### config.mk
export PLATFORM = sky130hd
export DESIGN_NAME = dram_responder
export DESIGN_NICKNAME = d
export VERILOG_FILES = /design/src/rtl/dram_responder.sv
export SDC_FILE = /design/constraint.sdc
export NUM_CORES = 1
export LEC_CHECK = 0
export BUFFER_PORTS_ARGS = -buffer_cell sky130_fd_sc_hd__buf_2
export CAP_MARGIN = 10
export CORE_UTILIZATION = 44
export CTS_CLUSTER_DIAMETER = 80
export CTS_CLUSTER_SIZE = 14
export DETAILED_ROUTE_END_ITERATION = 12
export PLACE_DENSITY = 0.64
export SLEW_MARGIN = 20
export SYNTH_ARGS = -nofsm -noshare
export SYNTH_HDL_FRONTEND = slang
export SYNTH_SLANG_ARGS = --single-unit
export TNS_END_PERCENT = 50
### constraint.sdc
create_clock -name clk -period 3.02 [get_ports clk]
set_input_delay 0.604 -clock clk [delete_from_list [all_inputs] [get_ports clk]]
set_output_delay 0.604 -clock clk [all_outputs]
set_load 0.01 [all_outputs]
### src/rtl/dram_responder.sv
// Single-port 16 x 8 memory responder: one write or one read in flight at a time,
// with pulsed write-commit, read-valid and illegal-request indications.
module dram_responder #(
  parameter int RD_LAT = 2
) (
  input  logic       clk,
  input  logic       rst_n,
  input  logic       en,
  input  logic       dram_out,
  input  logic       dram_in,
  input  logic [3:0] pointer,
  input  logic [7:0] wdata,
  output logic [7:0] rdata,
  output logic       rvalid,
  output logic       wack,
  output logic       busy,
  output logic       err
);

  typedef enum logic [1:0] {
    IDLE  = 2'd0,
    WRITE = 2'd1,
    READ  = 2'd2
  } state_t;

  state_t      state_reg, state_next;
  logic [1:0]  cnt_reg, cnt_next;
  logic [3:0]  addr_reg;
  logic [7:0]  data_reg;
  logic [7:0]  mem [16];
  logic [15:0] word_we;

  logic accept_wr, accept_rd, illegal, commit, deliver;

  always_comb begin
    state_next = state_reg;
    cnt_next   = cnt_reg;
    accept_wr  = 1'b0;
    accept_rd  = 1'b0;
    illegal    = 1'b0;
    commit     = 1'b0;
    deliver    = 1'b0;
    case (state_reg)
      IDLE: begin
        if (en) begin
          if (dram_out && !dram_in) begin
            accept_wr  = 1'b1;
            state_next = WRITE;
          end else if (dram_in && !dram_out) begin
            accept_rd  = 1'b1;
            state_next = READ;
            cnt_next   = 2'(RD_LAT - 1);
          end else if (dram_in && dram_out) begin
            illegal = 1'b1;
          end
        end
      end
      WRITE: begin
        commit     = 1'b1;
        state_next = IDLE;
      end
      READ: begin
        // Counter reaches zero on the edge that must present the data.
        if (cnt_reg == 2'd0) begin
          deliver    = 1'b1;
          state_next = IDLE;
        end else begin
          cnt_next = cnt_reg - 2'd1;
        end
      end
      default: state_next = IDLE;
    endcase
  end

  always_ff @(posedge clk or negedge rst_n) begin
    if (!rst_n) begin
      state_reg <= IDLE;
      cnt_reg   <= 2'd0;
      addr_reg  <= 4'd0;
      data_reg  <= 8'd0;
      rdata     <= 8'd0;
      rvalid    <= 1'b0;
      wack      <= 1'b0;
      err       <= 1'b0;
    end else begin
      state_reg <= state_next;
      cnt_reg   <= cnt_next;
      if (accept_wr || accept_rd) begin
        addr_reg <= pointer;
      end
      if (accept_wr) begin
        data_reg <= wdata;
      end
      if (deliver) begin
        rdata <= mem[addr_reg];
      end
      rvalid <= deliver;
      wack   <= commit;
      err    <= illegal;
    end
  end

  genvar gi;
  generate
    for (gi = 0; gi < 16; gi++) begin : g_we
      assign word_we[gi] = commit && (addr_reg == 4'(gi));
    end
  endgenerate

  // Reset clears the whole array, so a write aborted by reset can never land.
  always_ff @(posedge clk or negedge rst_n) begin
    if (!rst_n) begin
      for (int i = 0; i < 16; i++) begin
        mem[i] <= 8'd0;
      end
    end else begin
      for (int i = 0; i < 16; i++) begin
        if (word_we[i]) begin
          mem[i] <= data_reg;
        end
      end
    end
  end

  assign busy = (state_reg != IDLE);

endmodule

==> flow_metrics.env <==
export IMPL_numCtsBuffers=17
export IMPL_dp_hpwl_um=10200
export IMPL_critPathArrivalTime_ps=2630
export IMPL_leakage_nw=3.90
export IMPL_critPathMaxStageDelay_ps=610
export IMPL_fin_cells=757
export IMPL_synth_xor_area_share_pct=0
export IMPL_grt_pass1_wl_um=25400
export IMPL_io_buffers=28
export IMPL_synthCells=508
export IMPL_drv_cap=0
export IMPL_dp_cells=725
export IMPL_setup_slack_ps=691
export IMPL_wl_per_cell_um=20.5
export IMPL_clock_path_buffers=2
export IMPL_yosys_area_share_adder_pct=1.06
export IMPL_cp_end_kind="flip-flop"
export IMPL_clock_skew_ps=6.23
export IMPL_grt_pass1_vias=4583
export IMPL_final_nets=556
export IMPL_cts_tree="yes"
export IMPL_slew_viol_final=0
export IMPL_synthToLayoutAreaGrowth_pct=13.5
export IMPL_setup_tns_ps=0
export IMPL_powerDensity_nw_per_um2=895
export IMPL_wl_um=15500
export IMPL_yosysUniqueCellTypes=42
export IMPL_cts_clk_slew_worst_paths_ps=60
export IMPL_mostFrequentLayoutCell="dfrtp_1"
export IMPL_initial_utilization_pct=45.8
export IMPL_drive_gt1_share_pct=41.8
export IMPL_root_buffer="clkbuf_16"
export IMPL_grt_antenna_before_repair=0
export IMPL_clock_latency_ps=430
export IMPL_critPathMaxFanout=29
export IMPL_drtPass1Iterations=4
export IMPL_rows=45
export IMPL_relSlewSlack_pct=44.5
export IMPL_postCtsHoldBufs=0
export IMPL_num_fill_cells=1333
export IMPL_place_congestion=0.789
export IMPL_grt_max_degree=74
export IMPL_cp_start_kind="flip-flop"
export IMPL_finalSetupViolations=0
export IMPL_finalInstanceArea_um2=8020
export IMPL_synth_warnings=0
export IMPL_largest_reg_flops=128
export IMPL_dieArea_um2=16600
export IMPL_fmax_mhz=429
export IMPL_reg2reg_depth=5
export IMPL_placed_area_um2=7400
export IMPL_netlist_area_um2=7070
export IMPL_required_ps=3330
export IMPL_synth_fp_nets=531
export IMPL_drtIter0Drc=307
export IMPL_post_cts_buffers=0
export IMPL_crit_chain="buf_4 -> mux4_2 -> a2bb2oi_1 -> nand3_1 -> a21oi_1"
export IMPL_post_cts_resized=0
export IMPL_grt_use_total_pct=21.0
export IMPL_hold_violations=0
export IMPL_outcome="completed"
export IMPL_fin_util_pct=52.0
export IMPL_grt_ovfl_total=0
export IMPL_critical_path_slowest_cell="mux4_2"
export IMPL_io_pins=29
export IMPL_h_tree_depth=4
export IMPL_min_period_over_period_pct=77.1
export IMPL_synth_seq_area_share_pct=54.9
export IMPL_ant_nets=0
export IMPL_synth_compound_area_share_pct=3.68
export IMPL_ir_drop_v=0.000466
export IMPL_worstMarginPinSlew_ps=831
export IMPL_rsz0062_at_grt="no"
export IMPL_ys_ff_latch=155
export IMPL_layout_common_cells="dfrtp_1, mux2_2, mux2i_1"
export IMPL_viasPerCell=5.58
export IMPL_diodes=0
export IMPL_coreArea_um2=15400
export IMPL_drc_errors=0
export IMPL_fp_dieH_um=129
export IMPL_fin_crit_ps=2330
export IMPL_dp_slack_ps=714
export IMPL_dieWidth_um=129
export IMPL_critical_path_class="reg2reg"
export IMPL_clock_sinks=155
export IMPL_holdCritPathClass="in2async"
export IMPL_synthMuxAreaShare_pct=31.6
export IMPL_synth_top_family_by_area="multiplexers"
export IMPL_num_vias=4223
export IMPL_synth_simple_area_share_pct=6.19
export IMPL_synth_avg_cell_area_um2=13.9
## synth_stat cells (all sizes together)
cell type	count	share of area, %
a21oi	5	0.35
a221oi	5	0.62
a2bb2oi	3	0.37
a31oi	5	0.44
and2	2	0.21
and3	5	0.51
and3b	1	0.12
buf	17	1.5
clkbuf	14	0.74
dfrtp	155	55
ha	6	1.1
inv	6	0.32
mux2	140	22
mux2i	48	6.8
mux4	8	2.5
nand2	14	0.85
nand2b	4	0.46
nand3	5	0.35
nand3b	3	0.32
nand4bb	1	0.16
nor2	20	1.1
nor2b	4	0.35
nor3	6	0.58
nor4	4	0.57
nor4b	1	0.12
o21ai	6	0.42
o22ai	13	1.2
o31ai	3	0.32
or3	1	0.089
or3b	2	0.25
or4b	1	0.14
## cell type report
| type | count | area, um^2 | share of cell area [%] |
|---|---|---|---|
| clock inverter | 12 | 171 | 2.14 |
| multi-input combinational | 316 | 3010 | 37.5 |
| sequential | 155 | 3880 | 48.4 |
| tap | 211 | 264 | 3.29 |
| inverter | 6 | 22.5 | 0.281 |
| timing repair buffer | 37 | 226 | 2.82 |
| clock buffer | 20 | 447 | 5.57 |
## metrics by stage
step,power [W],hold WS [ps]
2_1_floorplan,0.00435,308
3_3_place_gp,0.00491,482
3_5_place_dp,0.00500,490
4_1_cts,0.00723,141
5_1_grt,0.00757,158
6_report,0.00718,134
## kinds of logic (layout without fill, tap and decap cells)
kind of cell               Yosys count  count (layout)
AOI/OAI and AO/OA                   40              40
muxes                              196             196
and+or+nand+nor                     74              74
adders and majority gates            6               6
DFF                                155             155
buffers and inverters               37              75
## power by group
part           switching, W  internal, W  leakage (nW)
clock              0.000836      0.00140         0.296
combinational      0.000869     0.000879          1.51
sequential         0.000639      0.00256          2.10
## metal layers
layer  GRT usage [%]  up-vias  routed length, um
li1                -     1903                  -
met1            27.3     2209               6870
met2            34.0       83               7650
met3            5.11       28                627
met4            8.30        0                346
met5               0        -                  0
## worst paths after layout
kind,endpoint,slack [ps],startpoint
worst max-delay path,rdata[5],690,addr_reg[1]
worst min-delay path,mem[75],130,rst_n
worst max register to register,rdata[5],690,addr_reg[1]
worst min register to register,mem[13],500,mem[13]
max in group asynchronous,addr_reg[1],2080,rst_n
min in group clk,data_reg[0],400,wdata[0]
## critical path: cells and delay by family (launching register included)
| kind | cells | cell delay (ps) |
|---|---|---|
| flip-flops | 1 | 560 |
| AND/OR/NAND/NOR | 1 | 190 |
| buffers and inverters | 1 | 550 |
| multiplexers | 1 | 610 |
| AO/OA/AOI/OAI | 2 | 260 |
No activity file was read; power rests on OpenSTA's default activity.
